File: src/rtl/udp_pkg.sv
// Shared constants for the UDP receive frame checker.
// Holds the one-hot state encoding, the default expected payload
// ("HELLO,WeareteamHTGZ\n", first byte in the MSBs) and a saturating
// 16-bit increment helper used by the byte and frame counters.
package udp_pkg;

    localparam int unsigned STATE_W = 5;

    // One-hot state encoding
    typedef enum logic [STATE_W-1:0] {
        S_IDLE   = 5'b00001,
        S_RECV   = 5'b00010,
        S_CHECK  = 5'b00100,
        S_REPORT = 5'b01000,
        S_DROP   = 5'b10000
    } state_t;

    localparam int unsigned DEF_LEN = 20;
    localparam logic [8*DEF_LEN-1:0] DEF_PATTERN =
        160'h48454C4C4F2C5765617265746561_6D48_54475A0A;

    localparam logic [15:0] IDX_NONE = 16'hFFFF;
    localparam logic [15:0] CNT_MAX  = 16'hFFFF;

    // Increment that sticks at all-ones instead of wrapping
    function automatic logic [15:0] sat_inc(input logic [15:0] v);
        return (v == CNT_MAX) ? v : v + 16'd1;
    endfunction

endpackage

File: src/rtl/udp_rx_frame_check.sv
// UDP receive payload checker: compares each received byte against a fixed
// expected pattern and reports a per-frame verdict plus running counters.
//
// Optional feature macro: UDP_RX_LEN_CHECK_EN -- when defined, the length
// reported by the receive stack (sampled with byte 0) must also equal the
// received byte count for the frame to pass.
//
// Ports:
//   rgmii_clk            sole clock, rising edge
//   rst                  synchronous active-high reset
//   udp_rec_data_valid   payload byte strobe, one byte per cycle, no gaps
//   udp_rec_rdata        payload byte
//   udp_rec_data_length  payload length from the receive stack
//   frame_done           one-cycle verdict pulse
//   frame_pass           verdict of the last frame
//   frame_len            byte count of the last frame (saturating)
//   first_err_idx        first mismatching byte index, 16'hFFFF if none
//   frame_cnt            total reported frames (saturating)
//   err_cnt              failed frames (saturating)
module udp_rx_frame_check
    import udp_pkg::*;
#(
    parameter int unsigned          EXP_LEN     = DEF_LEN,
    parameter logic [8*EXP_LEN-1:0] EXP_PATTERN = DEF_PATTERN
) (
    input  logic        rgmii_clk,
    input  logic        rst,
    input  logic        udp_rec_data_valid,
    input  logic [7:0]  udp_rec_rdata,
    input  logic [15:0] udp_rec_data_length,
    output logic        frame_done,
    output logic        frame_pass,
    output logic [15:0] frame_len,
    output logic [15:0] first_err_idx,
    output logic [15:0] frame_cnt,
    output logic [15:0] err_cnt
);

    localparam int unsigned PAT_W = 8 * EXP_LEN;
    localparam int unsigned IDX_W = (EXP_LEN > 1) ? $clog2(EXP_LEN) : 1;

    state_t      state;
    logic [15:0] byte_cnt;
    logic [15:0] err_idx;
    logic        err_seen;
    logic        pass_q;
    logic        valid_q;

    logic [7:0]  pat_bytes [EXP_LEN];
    logic [15:0] byte_idx_c;
    logic [7:0]  exp_byte_c;
    logic        mismatch_c;
    logic        len_ok_c;

    // Pattern unpacked into bytes, byte 0 taken from the MSBs
    for (genvar g = 0; g < EXP_LEN; g++) begin : g_pat
        assign pat_bytes[g] = EXP_PATTERN[PAT_W-1-8*g -: 8];
    end

    // Byte 0 is consumed in IDLE, where byte_cnt still holds the previous frame
    assign byte_idx_c = (state == S_IDLE) ? 16'd0 : byte_cnt;
    assign exp_byte_c = pat_bytes[byte_idx_c[IDX_W-1:0]];

    // Bytes past the expected length always count as mismatches
    assign mismatch_c = (32'(byte_idx_c) >= EXP_LEN) || (udp_rec_rdata != exp_byte_c);

`ifdef UDP_RX_LEN_CHECK_EN
    logic [15:0] len_q;
    assign len_ok_c = (byte_cnt == len_q);
`else
    logic unused_len;
    assign unused_len = ^udp_rec_data_length;
    assign len_ok_c   = 1'b1;
`endif

    // Frame FSM with registered outputs
    always_ff @(posedge rgmii_clk) begin
        // Tracked through reset so a burst already in flight at reset release is dropped
        valid_q <= udp_rec_data_valid;
        if (rst) begin
            state         <= S_IDLE;
            byte_cnt      <= 16'd0;
            err_idx       <= IDX_NONE;
            err_seen      <= 1'b0;
            pass_q        <= 1'b0;
            frame_done    <= 1'b0;
            frame_pass    <= 1'b0;
            frame_len     <= 16'd0;
            first_err_idx <= IDX_NONE;
            frame_cnt     <= 16'd0;
            err_cnt       <= 16'd0;
`ifdef UDP_RX_LEN_CHECK_EN
            len_q         <= 16'd0;
`endif
        end else begin
            frame_done <= 1'b0;
            case (state)
                S_IDLE: begin
                    if (udp_rec_data_valid) begin
                        if (valid_q) begin
                            state <= S_DROP;
                        end else begin
                            state    <= S_RECV;
                            byte_cnt <= 16'd1;
                            err_seen <= mismatch_c;
                            err_idx  <= mismatch_c ? 16'd0 : IDX_NONE;
`ifdef UDP_RX_LEN_CHECK_EN
                            len_q    <= udp_rec_data_length;
`endif
                        end
                    end
                end
                S_RECV: begin
                    if (udp_rec_data_valid) begin
                        byte_cnt <= sat_inc(byte_cnt);
                        if (mismatch_c && !err_seen) begin
                            err_seen <= 1'b1;
                            err_idx  <= byte_cnt;
                        end
                    end else begin
                        state <= S_CHECK;
                    end
                end
                S_CHECK: begin
                    // A saturated count can never equal EXP_LEN, so it fails here
                    pass_q <= (32'(byte_cnt) == EXP_LEN) && !err_seen && len_ok_c;
                    state  <= S_REPORT;
                end
                S_REPORT: begin
                    frame_done    <= 1'b1;
                    frame_pass    <= pass_q;
                    frame_len     <= byte_cnt;
                    first_err_idx <= err_idx;
                    frame_cnt     <= sat_inc(frame_cnt);
                    if (!pass_q) begin
                        err_cnt <= sat_inc(err_cnt);
                    end
                    state <= udp_rec_data_valid ? S_DROP : S_IDLE;
                end
                S_DROP: begin
                    if (!udp_rec_data_valid) begin
                        state <= S_IDLE;
                    end
                end
                default: state <= S_IDLE;
            endcase
        end
    end

endmodule

File: config.mk
export PLATFORM = sky130hd
export DESIGN_NAME = udp_rx_frame_check
export DESIGN_NICKNAME = d
export VERILOG_FILES = /design/src/rtl/udp_pkg.sv /design/src/rtl/udp_rx_frame_check.sv
export SDC_FILE = /design/constraint.sdc
export NUM_CORES = 1
export LEC_CHECK = 0
export BUFFER_PORTS_ARGS = -buffer_cell sky130_fd_sc_hd__buf_2
export CAP_MARGIN = 5
export CORE_ASPECT_RATIO = 1.4
export CORE_MARGIN = 3
export CORE_UTILIZATION = 41
export DETAILED_ROUTE_END_ITERATION = 8
export PLACE_DENSITY = 0.69
export SETUP_SLACK_MARGIN = 0.2
export SYNTH_ARGS = -nofsm -noshare
export SYNTH_HDL_FRONTEND = slang
export SYNTH_SLANG_ARGS = --single-unit
File: constraint.sdc
create_clock -name rgmii_clk -period 4.04 [get_ports rgmii_clk]
set_clock_uncertainty 0.1 [all_clocks]
set_input_delay 0.404 -clock rgmii_clk [delete_from_list [all_inputs] [get_ports rgmii_clk]]
set_output_delay 0.404 -clock rgmii_clk [all_outputs]
set_load 0.1 [all_outputs]
==> flow_summary.toml, run 1 <==
[outcome]
outcome = "completed"

[timing]
fmax_ghz = 0.312
tightest_slew_ns = 0.813
hold-worst-slack_ns = 0.172
grt_setup_unrepaired = "false"
hold_violations = 0
setup_viol = 0
min_period_over_period = 0.792
slew_viol_final = 0
finalSetupTns_ns = 0
min_period_ns = 3.20
slew_headroom = 0.458

[logic_synthesis]
synthTopCellsByCount = "dfxtp_1, nand2_1, nor2_1"
synth.avg_cell_area_um2 = 8.36
synth_area_um2 = 4810
async_flop_share = 0
synth_cell_types = 53
synthFlopType = "dfxtp_1"
synthCells = 576
yosysTopAreaCell = "dfxtp_1"
synth_edf_count = 0
yosysMostFrequentCell = "dfxtp_1"
ys_ff_latch = 106
ys_warn_count = 0
seq_area_frac_synth = 0.441
synth_area_leaders = "dfxtp_1, nand2_1, a21oi_1"
synth_fp_nets = 607
synth.top_cell.area_share = 0.441

[power_and_ir_drop]
leakagePower_uw = 0.00225
ir_drop_uv = 256
p_per_area_nw_per_um2 = 384
totalPowerFinal_uw = 2140

[floorplanning]
start_util = 0.422
io_pins = 93
die_h_um = 134
die_w_um = 97.6
num_rows = 46
die_area_um2 = 13100
core_um2 = 11400

[clocking]
clock_sinks = 106
clk_pin_slew_worst_paths_ns = 0.07
cts_root_buffer = "clkbuf_16"
cts_tree = "built"
cts_buffers = 9
cts_resized = 0
postCtsSetupBuffers = 0
cts_buffer_depth = 2
postCtsHoldBufs = 0
clk-insertion-delay-late_ns = 0.34
cts_max_level = 3

[routing]
wl_um = 10800
drc_errors = 0
ant_nets = 0
dr_wl_met2_um = 5330
wl_met3_um = 539
drt-pass1-iter-count = 4
highest_layer = "met4"
vias = 4150
wire_per_inst_um = 13.8
wl_met1_um = 4720
drtIter0Drc = 136
viasPerCell = 5.31

[placement]
port_buffers = 76
place.gp.congestion = 0.822
placedCellCount = 766
dp.final_hpwl_um = 7720

[worst_setup_path]
path_cells = "nand2b_1 > o22a_1 > o22ai_1 > mux2_2 > or4_4 > o31a_1 > o21a_1"
r2r_start = "byte_cnt[2]$_SDFFE_PP0P_"
end_kind = "register"
setup.worst_path.end = "err_seen$_SDFFE_PP0P_"
arrival_ns = 3.34
slowest_delay_ns = 0.65
r2r_cells = 7
cp_data_required_time_ns = 4.18
worstReg2RegEnd = "err_seen$_SDFFE_PP0P_"
crit_type = "register to register"
crit_path_start_kind = "register"
crit_path_top_delay_cell = "dfxtp_1"
r2r_slack_ns = 0.84
critPathLaunch = "byte_cnt[2]$_SDFFE_PP0P_"
crit_path_max_fanout = 17

[cells_and_area]
area_growth_pct = 15.6
drive_gt1_frac = 0.176
stdcell_count = 781
antenna_cells = 0
fin_nets = 664

[global_routing]
grt_max_degree = 55
track_usage = 0.164
grt_pass1_wl_um = 18000
grt_pass1_vias = 3894
grt-ovfl-total = 0
antenna_found_initial = 0

[min_path]
hp-class = "input pin to register"

[job]
maxCapViolations = 0
[routing by layer]
| layer | track usage | vias to the layer above |
|---|---|---|
| li1 | - | 2131 |
| met1 | 0.189 | 1925 |
| met2 | 0.292 | 79 |
| met3 | 0.0317 | 15 |
| met4 | 0.0739 | 0 |
| met5 | 0 | - |
[area by class of cell]
type | instances | area [µm²]
clock buffer | 11 | 253
clock inverter | 4 | 75.1
fill | 1146 | 5830
inverter | 31 | 116
multi-input combinational | 405 | 2410
sequential | 106 | 2120
tap | 144 | 180
timing repair buffer | 80 | 410
[cells by family after synthesis]
kind of cell,Yosys count,share of synthesized area
compound gates,123,0.175
fa+ha+maj,4,0.0104
mux,5,0.0109
buf+inv,65,0.0595
simple gates,241,0.245
xor+xnor,32,0.0582
flops,106,0.441
[report_power, final]
group / switching [µW] / internal, µW / total, µW
Combinational: 71.8 / 40.4 / 112
Clock: 375 / 573 / 949
Sequential: 13.1 / 1060 / 1080
Total: 460 / 1680 / 2140
[state kept, by name, indices dropped and copies added (netlist names)]
signal,count
err_idx,16
state,5
pass_q,1
err_seen,1
frame_len,16
byte_cnt,16
valid_q,1
frame_done,1
frame_pass,1
first_err_idx,16
frame_cnt,16
err_cnt,16
[worst max-delay path, delay by kind of cell, from the launching register on]
kind             cells  cell delay (ns)
multiplexers         1             0.35
AO/OA/AOI/OAI        4             1.25
AND/OR/NAND/NOR      2             0.75
flip-flops           1             0.65
[through the flow]
| step | utilization | worst slack, ns | cell area (µm²) |
|---|---|---|---|
| final | 0.488 | 0.839 | 5570 |
| after global routing | 0.488 | 0.687 | 5570 |
| after CTS | 0.488 | 0.834 | 5570 |
| after detailed placement | 0.460 | 0.842 | 5240 |
| after global placement | 0.460 | 0.856 | 5240 |
| after floorplan | - | 1.13 | 4810 |
[worst min path at each step]
stage,from,end,slack (ns),cells past startpoint
after detailed placement,frame_len[13]$_SDFFE_PP0P_,frame_len[13]$_SDFFE_PP0P_,0.34,2
after floorplan,udp_rec_data_valid,valid_q$_DFF_P_,0.33,0
after CTS,udp_rec_data_valid,valid_q$_DFF_P_,0.16,1
after global placement,frame_pass$_SDFFE_PP0P_,frame_pass$_SDFFE_PP0P_,0.34,2
final,udp_rec_data_valid,valid_q$_DFF_P_,0.17,1
after global routing,udp_rec_data_valid,valid_q$_DFF_P_,0.17,1
[cells in the final DEF (no fill, tap or decap), drive strengths merged, types with 7 or more instances in the layout]
master,instances
a21oi,43
and4,7
buf,80
clkbuf,11
dfxtp,106
inv,31
nand2,85
nand3,29
nand4,8
nor2,52
nor3,8
o211ai,34
o21ai,19
or3,16
xnor2,15
xor2,17
Note: power is estimated with default switching activity, not from simulation.
==> inputs of run 2 (changes only) <==
clock period = 3 ns   (was 4.04 ns; I/O delays follow)
==> run 2 against run 1 <==
  * Clock power up 32%
  * Die area is the same
  * Utilization increased by 1.4 points
  * Largest cell class unchanged
  * Via count up 2.4%
  * Critical path type unchanged
  * Worst hold slack worse by 0.097 ns
  * Sequential power increased by 34%
  * Largest power group unchanged
==> flow_summary.toml, run 2 (synthesis results as in run 1) <==
[outcome]
outcome = "completed"

[floorplanning]
io_pins = 93
die_h_um = 134
core_um2 = 11400
start_util = 0.422
die_area_um2 = 13100
num_rows = 46
die_w_um = 97.6

[power_and_ir_drop]
power_switching_uw = 623
power.share.switching = 0.217
p_int_uw = 2250
pwr-share-seq = 0.503
combPwrFrac = 0.062
ir_drop_uv = 327
p_per_area_nw_per_um2 = 502
leakagePower_uw = 0.00234
clock_power_share = 0.434

[routing]
wire_per_inst_um = 13.9
wl_um = 11100
viasPerCell = 5.34
drtIter0Drc = 115
ant_nets = 0
drt-pass1-iter-count = 4
vias = 4248
drc_errors = 0

[global_routing]
track_usage = 0.167
grt.busiest_layer = "met2"
use_met3 = 0.0427
antenna_found_initial = 0
met1_usage = 0.190
met2_usage = 0.302
grt-ovfl-total = 0
grt_pass1_wl_um = 18500
grt_max_degree = 55
grt_pass1_vias = 4092

[cells_and_area]
stdcell_count = 795
layout_commonest_cell = "dfxtp_1"
final_cell_mix = "dfxtp_1, nand2_1, buf_2, nor2_1, a21oi_1"
drive_gt1_frac = 0.210
area_growth_pct = 19.1
fin_nets = 678
antenna_cells = 0

[clocking]
clk_pin_slew_worst_paths_ns = 0.06
cts_tree = "built"
cts_buffers = 9
cts_buffer_depth = 2
cts_max_level = 3
clock_sinks = 106
cts_root_buffer = "clkbuf_16"
clk-insertion-delay-late_ns = 0.34
postCtsHoldBufs = 0

[placement]
place_ws_ns = 0.130
port_buffers = 76
dp.final_hpwl_um = 7960
place.gp.congestion = 0.846
placedCellCount = 777

[worst_setup_path]
crit_path_top_delay_cell = "or4_2"
cp_data_required_time_ns = 3.10
critPathTopFamily = "simple AND/OR/NAND/NOR gates"
crit_type = "register to register"
crit_path_max_fanout = 4
crit_path_start_kind = "register"
crit_buf_inv = 0
arrival_ns = 2.84
path_cells = "or3b_4 > nor3_4 > a21oi_2 > mux2_4 > or4_2 > o311ai_0 > o211ai_1"
end_kind = "register"
slowest_delay_ns = 0.69

[timing]
slew_viol_final = 0
finalSetupTns_ns = 0
grt_setup_unrepaired = "true"
tightest_slew_ns = 0.640
min_period_over_period = 0.914
fmax_ghz = 0.365
hold_violations = 0
setup_viol = 0
min_period_ns = 2.74
worst_slack_ns = 0.259
slew_headroom = 0.570

[min_path]
hp-class = "input pin to register"

[job]
maxCapViolations = 0
==> run 2: changes by cell type in the layout (fill, tap and decap cells not counted), sizes merged <==
cell,before,now
buf,80,93
or4,5,6
clkbuf,11,10
clkinvlp,2,0
clkinv,0,3
==> run 2: final timing paths <==
check,from,to,slack [ns],cells after the start
max,state[2]$_SDFFE_PP0P_,err_idx[1]$_SDFFE_PP1P_,0.26,7
min,udp_rec_data_valid,valid_q$_DFF_P_,0.08,1
max reg2reg,state[2]$_SDFFE_PP0P_,err_idx[1]$_SDFFE_PP1P_,0.26,7
min reg2reg,frame_len[7]$_SDFFE_PP0P_,frame_len[7]$_SDFFE_PP0P_,0.35,2
==> run 2: metal layers <==
metal | part of all wire | vias up
met4 | 0.011 | 0
met3 | 0.062 | 9
met2 | 0.51 | 97
met5 | 0 | -
met1 | 0.42 | 1980
li1 | - | 2162
==> run 2: layout make-up <==
| class | instances | area (µm²) |
|---|---|---|
| timing repair buffer | 93 | 528 |
| sequential | 106 | 2130 |
| multi-input combinational | 406 | 2460 |
| inverter | 31 | 116 |
| clock inverter | 5 | 78.8 |
| tap | 144 | 180 |
| fill | 1094 | 5670 |
| clock buffer | 10 | 239 |
==> run 2: power groups by stage <==
stage / combinational, µW / sequential (µW) / clock, µW
floorplan: 127 / 1470 / 0
global placement: 159 / 1480 / 0
detailed placement: 164 / 1480 / 0
CTS: 166 / 1450 / 1290
global route: 198 / 1450 / 1320
finish: 179 / 1450 / 1250
==> run 2: per-stage QoR <==
step / utilization / hold slack, ns / area, µm² / power, µW
finish: 0.503 / 0.0754 / 5730 / 2880
global route: 0.503 / 0.0675 / 5730 / 2970
CTS: 0.497 / 0.0592 / 5670 / 2900
detailed placement: 0.468 / 0.347 / 5330 / 1640
global placement: 0.468 / 0.342 / 5330 / 1640
floorplan: - / 0.228 / 4810 / 1600
==> run 2: repair_timing <==
action	CTS	global route
endpoints found under the setup margin	10	17
resized for setup	3	14
buffers inserted	1	1
pin swaps	2	1
gates cloned	0	1
==> run 2: worst register-to-register path, stage by stage, from the launching register on <==
cell,delay [ns]
dfxtp_1,0.32
or3b_4,0.41
nor3_4,0.24
a21oi_2,0.10
mux2_4,0.27
or4_2,0.69
o311ai_0,0.36
o211ai_1,0.13
==> inputs of run 3 (changes only) <==
BUFFER_PORTS_ARGS = default   (was -buffer_cell sky130_fd_sc_hd__buf_2)
DONT_BUFFER_PORTS = 1   (was default)
PLACE_DENSITY = 0.62   (was 0.69)
RECOVER_POWER = 50   (was default)
SLEW_MARGIN = 10   (was default)
==> run 3 against run 2 <==
  * Clock power decreased by 14%
  * Critical endpoint is now err_cnt[11]$_SDFFE_PP0P_
  * Count of clock-buffer cells in the layout unchanged
  * Worst hold slack got worse by 0.0042 ns
  * Global-route usage increased by 0.66 points
  * Sequential share of layout area increased by 1.6 points
==> flow_summary.toml, run 3 (synthesis results as in run 1) <==
[outcome]
outcome = "completed"

[global_routing]
grt_max_degree = 55
grt-ovfl-total = 0
grt_pass1_vias = 4024
grt_pass1_wl_um = 18800
antenna_found_initial = 0
track_usage = 0.174

[job]
maxCapViolations = 0

[routing]
wire_per_inst_um = 15.0
viasPerCell = 5.46
drt-pass1-iter-count = 5
drtIter0Drc = 193
vias = 4168
wl_um = 11400
ant_nets = 0
drc_errors = 0

[clocking]
cts_root_buffer = "clkbuf_16"
cts_tree = "built"
clock_sinks = 106
cts_buffers = 9
clk_pin_slew_worst_paths_ns = 0.07
cts_buffer_depth = 2
cts_max_level = 3
clk-insertion-delay-late_ns = 0.35

[timing]
tightest_slew_ns = 1.37
hold_violations = 0
slew_headroom = 0.0864
min_period_over_period = 0.923
finalSetupTns_ns = 0
min_period_ns = 2.77
worst_slack_ns = 0.231
fmax_ghz = 0.361
grt_setup_unrepaired = "true"
slew_viol_final = 0
setup_viol = 0

[floorplanning]
num_rows = 46
die_h_um = 134
die_w_um = 97.6
core_um2 = 11400
io_pins = 93
die_area_um2 = 13100
start_util = 0.422

[power_and_ir_drop]
leakagePower_uw = 0.00205
ir_drop_uv = 238
p_per_area_nw_per_um2 = 490

[cells_and_area]
antenna_cells = 0
final_cell_mix = "dfxtp_1, nand2_1, nor2_1, a21oi_1, clkbuf_1"
drive_gt1_frac = 0.110
multi_input_area_um2 = 2450
layout_commonest_cell = "dfxtp_1"
seqCellArea_um2 = 2130
stdcell_count = 763
fill_cells = 1128
fin_nets = 645
area_growth_pct = 14.1

[worst_setup_path]
crit_path_max_fanout = 8
crit_path_start_kind = "register"
slowest_delay_ns = 1.01
end_kind = "register"
arrival_ns = 2.94
path_cells = "clkbuf_1 > nand4_1 > or3_1 > a21oi_1"
cp_data_required_time_ns = 3.17
crit_path_top_delay_cell = "clkbuf_1"
crit_type = "register to register"

[placement]
placedCellCount = 738
port_buffers = 0
dp.final_hpwl_um = 7930
place_ws_ns = 0.0644
place.gp.congestion = 0.869

[min_path]
hp-class = "input pin to register"
==> run 3: worst paths after layout <==
check / slack [ns] / cells after the start / start / to
hold / removal: 0.07 / 2 / udp_rec_data_valid / state[4]$_SDFFE_PP0P_
setup / recovery: 0.23 / 4 / err_cnt[0]$_SDFFE_PP0P_ / err_cnt[11]$_SDFFE_PP0P_
setup reg to reg: 0.23 / 4 / err_cnt[0]$_SDFFE_PP0P_ / err_cnt[11]$_SDFFE_PP0P_
hold reg to reg: 0.35 / 2 / frame_len[11]$_SDFFE_PP0P_ / frame_len[11]$_SDFFE_PP0P_
==> run 3: layout make-up <==
type / instances / area share
clock buffer: 10 / 0.0417
clock inverter: 6 / 0.00615
inverter: 31 / 0.0212
multi-input combinational: 405 / 0.445
sequential: 106 / 0.388
tap: 144 / 0.0328
timing repair buffer: 61 / 0.0649
==> run 3: stage by stage <==
step	hold slack, ns	cell area, µm²	util	total power, µW
floorplan	0.228	4810	-	1600
global placement	0.229	5230	0.459	1610
detailed placement	0.229	5230	0.459	1620
CTS	0.0560	5580	0.490	2720
global route	0.0685	5490	0.482	2790
finish	0.0712	5490	0.482	2690
==> run 3: power breakdown <==
part	leakage [µW]	switching, µW	internal, µW	total, µW
Sequential	0.000861	15.2	1430	1450
Clock	0.000136	511	557	1070
Combinational	0.00105	103	73.2	176
Total	0.00205	629	2060	2690
==> run 3: timing repair <==
| action | 4_1_cts | 5_1_grt |
|---|---|---|
| gates cloned | 0 | 1 |
| pin swaps | 2 | 3 |
| setup buffers | 4 | 2 |
| resized for setup | 7 | 10 |
| hold buffers | 2 | 0 |
| setup endpoints to repair | 17 | 17 |
| hold endpoints to repair | 55 | 0 |
==> run 3: critical path, delay by kind of cell (launching register included) <==
family          cells  cell delay, ns
compound gates      1            0.15
simple gates        2            1.09
buf+inv             1            1.01
flops               1            0.35
==> run 3: layer usage <==
layer / global-route usage / vias to the layer above / share of wire
met3: 0.0468 / 28 / 0.064
met1: 0.188 / 1960 / 0.40
met5: 0 / - / 0
li1: - / 2085 / -
met4: 0.0916 / 0 / 0.029
met2: 0.309 / 95 / 0.51
